===== src/rtl/regfile_pkg.sv =====
// Shared types and helpers for the multi-port register file.
package regfile_pkg;

  typedef enum logic {
    CLEAR = 1'b0,
    RUN   = 1'b1
  } rf_state_t;

  function automatic int rf_depth(input int regbits);
    return 1 << regbits;
  endfunction

  // LSB positions of a port's field inside the packed address/data buses
  function automatic int addr_lsb(input int port, input int regbits);
    return port * regbits;
  endfunction

  function automatic int data_lsb(input int port, input int width);
    return port * width;
  endfunction

endpackage


===== src/rtl/regfile_scoreboard.sv =====
// Per-register pending bits; a lock (new producer) wins over a landing writeback.
module regfile_scoreboard #(
  parameter int DEPTH   = 32,
  parameter int REGBITS = 5
) (
  input  logic               clk,
  input  logic               reset_n,
  input  logic               i_set,
  input  logic [REGBITS-1:0] i_set_addr,
  input  logic               i_clr,
  input  logic [REGBITS-1:0] i_clr_addr,
  output logic [DEPTH-1:0]   o_pending
);

  logic [DEPTH-1:0] r_pending;

  always_ff @(posedge clk or negedge reset_n) begin
    if (!reset_n) begin
      r_pending <= '0;
    end else begin
      for (int k = 0; k < DEPTH; k++) begin
        if (i_set && (i_set_addr == REGBITS'(k))) begin
          r_pending[k] <= 1'b1;
        end else if (i_clr && (i_clr_addr == REGBITS'(k))) begin
          r_pending[k] <= 1'b0;
        end
      end
    end
  end

  assign o_pending = r_pending;

endmodule


===== src/rtl/regfile_mp.sv =====
// Multi-read-port register file with write bypass, post-reset clear sweep
// and a pending scoreboard for operand stalls.
module regfile_mp
  import regfile_pkg::*;
#(
  parameter int WIDTH    = 16,
  parameter int REGBITS  = 5,
  parameter int NREAD    = 2,
  parameter int ZERO_REG = 1
) (
  input  logic                     clk,
  input  logic                     reset_n,
  output logic                     ready,
  input  logic                     regwrite,
  input  logic [REGBITS-1:0]       wa,
  input  logic [WIDTH-1:0]         wd,
  input  logic                     lock,
  input  logic [REGBITS-1:0]       lock_addr,
  input  logic [NREAD*REGBITS-1:0] ra,
  output logic [NREAD*WIDTH-1:0]   rd,
  output logic [NREAD-1:0]         rvalid
);

  localparam int DEPTH   = rf_depth(REGBITS);
  localparam bit ZERO_EN = (ZERO_REG != 0);

  rf_state_t          r_state;
  logic [REGBITS-1:0] r_ptr;
  logic               r_ready;
  logic [WIDTH-1:0]   r_mem [DEPTH];

  logic               w_run;
  logic               w_we;
  logic               w_lock;
  logic [DEPTH-1:0]   w_pending;

  assign w_run  = (r_state == RUN);
  assign w_we   = w_run && regwrite && !(ZERO_EN && (wa == '0));
  assign w_lock = w_run && lock && !(ZERO_EN && (lock_addr == '0));

  // Clear sweep: one register per cycle, RUN after the last address is zeroed
  always_ff @(posedge clk or negedge reset_n) begin
    if (!reset_n) begin
      r_state <= CLEAR;
      r_ptr   <= '0;
      r_ready <= 1'b0;
    end else begin
      case (r_state)
        CLEAR: begin
          r_ptr <= r_ptr + 1'b1;
          if (&r_ptr) begin
            r_state <= RUN;
            r_ready <= 1'b1;
          end
        end
        RUN: begin
          r_ready <= 1'b1;
        end
        default: begin
          r_state <= CLEAR;
          r_ready <= 1'b0;
        end
      endcase
    end
  end

  always_ff @(posedge clk) begin
    if (!w_run) begin
      r_mem[r_ptr] <= '0;
    end else if (w_we) begin
      r_mem[wa] <= wd;
    end
  end

  regfile_scoreboard #(
    .DEPTH   (DEPTH),
    .REGBITS (REGBITS)
  ) u_scoreboard (
    .clk        (clk),
    .reset_n    (reset_n),
    .i_set      (w_lock),
    .i_set_addr (lock_addr),
    .i_clr      (w_we),
    .i_clr_addr (wa),
    .o_pending  (w_pending)
  );

  assign ready = r_ready;

  for (genvar i = 0; i < NREAD; i++) begin : g_rd
    logic [REGBITS-1:0] w_ra;
    logic [WIDTH-1:0]   w_rd;
    logic               w_rv;

    assign w_ra = ra[addr_lsb(i, REGBITS) +: REGBITS];

    always_comb begin
      w_rd = '0;
      w_rv = 1'b0;
      if (w_run) begin
        if (ZERO_EN && (w_ra == '0)) begin
          w_rd = '0;
          w_rv = 1'b1;
        end else if (regwrite && (wa == w_ra)) begin
          w_rd = wd;
          w_rv = 1'b1;
        end else begin
          w_rd = r_mem[w_ra];
          w_rv = !w_pending[w_ra];
        end
      end
    end

    assign rd[data_lsb(i, WIDTH) +: WIDTH] = w_rd;
    assign rvalid[i]                       = w_rv;
  end

endmodule

===== config.mk =====
export PLATFORM = sky130hd
export DESIGN_NAME = regfile_mp
export DESIGN_NICKNAME = d
export VERILOG_FILES = /design/src/rtl/regfile_pkg.sv /design/src/rtl/regfile_scoreboard.sv /design/src/rtl/regfile_mp.sv
export SDC_FILE = /design/constraint.sdc
export NUM_CORES = 1
export LEC_CHECK = 0
export CAP_MARGIN = 10
export CORE_UTILIZATION = 60
export CTS_CLUSTER_DIAMETER = 200
export CTS_CLUSTER_SIZE = 40
export DETAILED_ROUTE_END_ITERATION = 16
export GPL_ROUTABILITY_DRIVEN = 0
export GPL_TIMING_DRIVEN = 0
export HOLD_SLACK_MARGIN = 0.06
export PLACE_DENSITY = 0.78
export SETUP_SLACK_MARGIN = 0.5
export SLEW_MARGIN = 20
export SYNTH_ARGS = -nofsm -noshare
export SYNTH_HDL_FRONTEND = slang
export SYNTH_HIERARCHICAL = 1
export SYNTH_SLANG_ARGS = --single-unit

===== constraint.sdc =====
create_clock -name clk -period 4.8 [get_ports clk]
set_input_delay 1.2 -clock clk [delete_from_list [all_inputs] [get_ports clk]]
set_output_delay 1.2 -clock clk [all_outputs]
set_load 0.03 [all_outputs]

**Word-level counts from Yosys, hierarchy flattened**

Memory sizes are Yosys's and may differ from the RTL's.
Index checks and enable logic that the tools add are counted.

- Flip-flop bits (word level): 39
- RAM bits: 512
- Input bits: 40
- Output and inout port bits: 35
- Word-level logic and storage cells: 308
- Memories kept: 1

- Add/sub/neg operators: 1
- Magnitude comparators: 2
- Equality and inequality tests: 65
- Mux-type cells: 91
- Bitwise gates (word level): 1
- Reduce and logical (&&, ||, !) cells: 112

Memories:

| memory | depth | width | rd ports | clocked after Yosys merged registers in | wr ports | RTL line | source |
|---|---|---|---|---|---|---|---|
| r_mem | 32 | 16 | 2 | 0 | 1 | regfile_mp.sv:30 | `logic [WIDTH-1:0] r_mem [DEPTH];` |

Operator list:

| cell | count |
|---|---|
| 5-bit equality test (second input constant) | 32 |
| 16-bit two-way mux | 7 |
| 5-bit by 4-bit equality test with 1-bit output (second input constant) | 16 |
| 1-bit two-way mux | 80 |
| 1-bit logical AND | 70 |
| 2-bit nonzero test | 32 |
| 5-bit by 3-bit equality test with 1-bit output (second input constant) | 8 |
| 5-bit by 2-bit equality test with 1-bit output (second input constant) | 4 |
| 5-bit logical NOT | 4 |
| 16-bit OR reduction | 1 |
| 5-bit by 6-bit < comparator with 1-bit output (second input constant) | 2 |
| 1-bit binary-select mux with 5-bit select | 2 |
| 5-bit by 1-bit equality test with 1-bit output (second input constant) | 2 |
| 5-bit equality test | 2 |
| 5-bit by 1-bit adder with 5-bit output (second input constant) | 1 |
| 5-bit two-way mux | 1 |
| 5-bit AND reduction | 1 |
| 1-bit logical NOT | 4 |
| 2-bit != test (second input constant) | 1 |
| 1-bit case mux with 2 select lines | 1 |
| 1-bit inverter | 1 |

**Logic depth before layout (Yosys ltp)**

- Word-level depth: 8
- Gate-level depth with buffers: 11
- Gate-level depth less buffers: 6

**Hierarchy**

Netlist, hierarchy kept.

Modules (own cells, without submodules):

| module | times used | cells each | area an instance (um2) | seq. area each (um2) |
|---|---|---|---|---|
| regfile_mp | 1 | 1385 | 25405.6 | 15549.9 |
| regfile_scoreboard | 1 | 126 | 1313.8 | 800.8 |

**Worst setup path after synthesis**

OpenSTA, ideal clock, no wires.

- Path type: input port to output port
- Start point: in ra[5]
- End point: out rd[17]
- Arrival: 3.078 ns
- Slack: 0.522 ns
- Stages: 8
- Path through: buf_2 buf_4 buf_2 buf_4 buf_2 a211oi_1 a211o_1 a31oi_1

- Cells in the longest elaborated chain, start to end: 5

RTL lines:

| element | RTL line | source |
|---|---|---|
| start, declared | regfile_mp.sv:19 | `input logic [NREAD*REGBITS-1:0] ra,` |
| parallel branches: the longest is 3 deep, another holds memory 32 x 16 bit | n/a |  |
| 16-bit two-way mux * | regfile_mp.sv:101 | `if (ZERO_EN && (w_ra == '0)) begin` |
| 16-bit two-way mux * | regfile_mp.sv:100 | `if (w_run) begin` |
| end, declared | regfile_mp.sv:20 | `output logic [NREAD*WIDTH-1:0] rd,` |

Mark *: on every way between the ends.

**Worst setup path in the final report**

- Start point: in ra[1]
- End point: out rvalid[0]

- Cells in the longest elaborated chain, start to end: 6

RTL lines:

| element | RTL line | source |
|---|---|---|
| 1-bit binary-select mux with 5-bit select | regfile_mp.sv:109 | `w_rv = !w_pending[w_ra];` |
| 1-bit two-way mux (not written as such) | regfile_mp.sv:109 |  |
| 1-bit logical NOT | regfile_mp.sv:109 |  |
| 1-bit two-way mux | regfile_mp.sv:104 | `end else if (regwrite && (wa == w_ra)) begin` |
| 1-bit two-way mux * | regfile_mp.sv:101 |  |
| 1-bit two-way mux * | regfile_mp.sv:100 |  |
| end, declared | regfile_mp.sv:21 | `output logic [NREAD-1:0] rvalid` |

Mark *: on every way between the ends. The rest lies on a longest branch, timed or not. The select of a mux whose other input is x is not followed.

==> key figures <==
Outcome
  – Status: finished clean

Pwr
  – Total power: approximately 8.7 mW
  – Leakage power: 10.71 nW
  – Worst vdd ir: 241.3 uV
  – P per Cell Area: 282.9 nW/um2

Synth
  – Biggest area consumer among synthesized cells: edfxtp_1
  – Synthesized flop and latch total: approximately 550
  – Primary FF master, synth: edfxtp_1
  – Number of library cell types mapped by synthesis: 56
  – Synth top area share: about 58%
  – EDFF count, synth: 512
  – Avg Inst Size Synth: 17.68 um2
  – Register area share after synthesis: 61.19%
  – Syn Inst Count: 1,511
  – Top cells by area, synth: edfxtp_1, mux4_2, dfrtp_1
  – Async S/R FF share, synth: under 10%
  – Post-Syn Nets: 1,553
  – Synth warnings: 6
  – Mapped Area: 26,720 um2

Critical path
  – Reg2reg setup slack: roughly 1.5 ns
  – R2r startpoint: r_state
  – CP peak stage delay: 0.53 ns
  – Worst path slowest cell: mux4_2
  – Delay-heaviest family, CP: multiplexers
  – CP Launch Type: input port
  – Worst Path Max Fanout: 7
  – R2R cell count: 6
  – Critical Path RT: roughly 3.6 ns
  – Crit path top cell by count: buf_12
  – CP cell instances: buf_12 > buf_12 > buf_12 > buf_12 > mux4_2 > mux2_4 > a2bb2oi_2 > nand3_2 > a31oi_4 > buf_6 > buf_6
  – Critical Path AT: between 3 and 4 ns
  – Worst setup EP type: output port
  – R2R Path End: r_mem[7][13]
  – Critical path type: in2out
  – Worst path buffer plus inverter count: 6

Floorplan
  – Die Wd: 213.0 um
  – # IOs: 75
  – Cell Rows: 76
  – Area of the die: 45,380 um2
  – Initial core utilization: 61.49%
  – Area of the core: about 43,000 um2
  – Die H: 213.0 um

Placement
  – Placed Cells: 2,187
  – Number of I/O port buffers: between 60 and 70
  – Placed inst area: approximately 29,000 um2
  – Final HPWL DP: 54,370 um

STA
  – Setup-failing EPs final: 0
  – Least-Margin Pin Slew: 1.091 ns
  – Fmax: 219.2 MHz
  – Clk_skew: 0.01692 ns
  – Final number of hold-violating endpoints: 0
  – Final period utilization: 95.03%
  – Final TNS setup: 0 ns
  – Max_slew headroom: 27.28%
  – Crit path time final: 4.561 ns
  – Slew Viols, Final: 0
  – RSZ-0062 raised after global routing: yes

Final layout
  – Synth-to-layout area growth: 15.04%
  – Layout net count: 1,704
  – Layout cells sized above 1: 38.08%
  – Final Non-Filler Cells: between 2,000 and 2,500
  – Design Area, Final: 30,740 um2
  – Filler Cell Count: 2,651

Clock tree
  – Clock buffer depth: 3
  – Sink Count: 551
  – CTS tree: built
  – CTS root buf: clkbuf_16
  – Hold Buf Count CTS: 0
  – Worst-Skew Late Latency: 0.59 ns
  – Worst-path clk slew: 0.15 ns
  – Total CTS buffers: 17
  – CTS H-Tree Depth: 1

Global routing
  – Number of antenna violations at the first check in global routing: 2
  – Largest net degree at the start of global routing: 42
  – First-pass GRT wire length: ~110,000 um
  – Overall global routing resource usage: 35.78%
  – Congestion Overflow GR: 0
  – Vias in the first global route: 16,680

Drt
  – Routed vias/inst: between 7 and 8
  – Routed Antenna Nets: 0
  – Final WL: 79,010 um
  – Routed len/inst: approximately 35 um
  – Via Count: 17,100
  – Drt pass-1 iters: 5
  – Detailed Route Iter0 Violations: 2,701
  – DRC: 0

Hold path
  – HP Class: in2async

Flow run
  – Max_cap viols: 0
==> sequential cells by signal (all words and copies together) (netlist names) <==
register / cells
u_scoreboard/o_pending: 32
r_mem: 512
ready: 1
r_state: 1
r_ptr: 5
==> what timing repair did <==
action / CTS / global route
buffers inserted: 26 / 9
gates resized for setup: 534 / 78
setup endpoints to repair: 34 / 34
cloned: 6 / 0
pin swaps: 22 / 29
==> worst register-to-register path: cells and delay by family (launching register included) <==
| family | cells | cell delay, ns |
|---|---|---|
| buf+inv | 3 | 1.13 |
| compound gates | 1 | 0.15 |
| simple gates | 2 | 1.14 |
| flops | 1 | 0.56 |
==> how the worst max path moves through the flow <==
stage               depth (start not counted)   from         to
CTS                                        11  ra[1]  rvalid[0]
global placement                            9  ra[9]     rd[30]
detailed placement                          9  ra[5]     rd[30]
floorplan                                   8  ra[5]     rd[17]
global route                               11  ra[1]  rvalid[0]
finish                                     11  ra[1]  rvalid[0]
==> logic make-up (layout without fill, tap and decap cells) <==
group,Yosys count,after routing,synth area share [%]
flip-flops,551,551,61.19
multiplexers,368,368,25.82
AO/OA/AOI/OAI,255,255,6.031
AND/OR/NAND/NOR,199,199,4.037
buffers and inverters,123,285,2.402
XOR/XNOR,13,13,0.4261
adder cells (fa/ha/maj),2,2,0.09364
other,0,1,0
==> synth_stat cells, types with 19 or more instances <==
cell,count
a22oi_1,24
nor2b_1,19
mux4_2,251
dfrtp_1,39
o22ai_1,39
a21oi_1,19
o21ai_1,23
mux2i_1,94
clkbuf_1,36
nand2_1,30
mux2_2,20
edfxtp_1,512
buf_2,58
o21ai_0,83
and3_1,21
nand2b_1,23
nor2_1,44
==> cell usage in the layout (no fill, tap or decap), drive strengths merged, types with 4 or more instances in the layout <==
cell,instances
inv,5
buf,185
nand2,30
nor2,45
a211o,10
and3,21
dfrtp,39
xor2,8
edfxtp,512
nand3,15
mux4,254
nor4,4
a221oi,10
o21ai,107
nand2b,23
xnor2,5
a2bb2oi,5
clkbuf,65
mux2,20
a22oi,24
and2,18
mux2i,94
a31oi,15
a21oi,19
o22ai,39
or2,5
o221a,6
a211oi,12
clkdlybuf4s50,24
nor2b,19
==> stage by stage <==
step	util (%)	hold WS, ns	setup slack [ns]
floorplan	-	0.4706	0.5222
CTS	69.84	0.4199	0.2913
detailed placement	65.69	0.4580	-1.461
finish	70.73	0.4182	0.2387
global placement	64.74	0.4507	-1.456
global route	70.72	0.4206	0.2581
==> report_power, final <==
part	switching [mW]	total, mW	internal, mW
sequential	0.0273	5.32	5.29
combinational	0.728	1.28	0.548
clock	1.40	2.10	0.695
==> final cells by class <==
class                   instances  area [um2]  share of cell area, %
clock inverters                 2       20.02                0.06513
diodes                          1       2.502               0.008141
repair buffers                132        1403                  4.563
flip-flops and latches        551       16350                  53.20
well taps                     585       732.0                  2.381
inverters                       3       11.26                0.03664
multi-input cells             837       10420                  33.90
clock buffers                  28       466.7                  1.518
plain buffers                 120        1330                  4.327
==> metal layers <==
metal	track usage (%)	routed length [um]	share of wire (%)
met5	0	9	0.011
met4	13.27	3558	4.5
met3	7.560	9735	12
met2	56.40	37430	47
met1	49.77	28270	36
(Power assumes the default switching activity.)
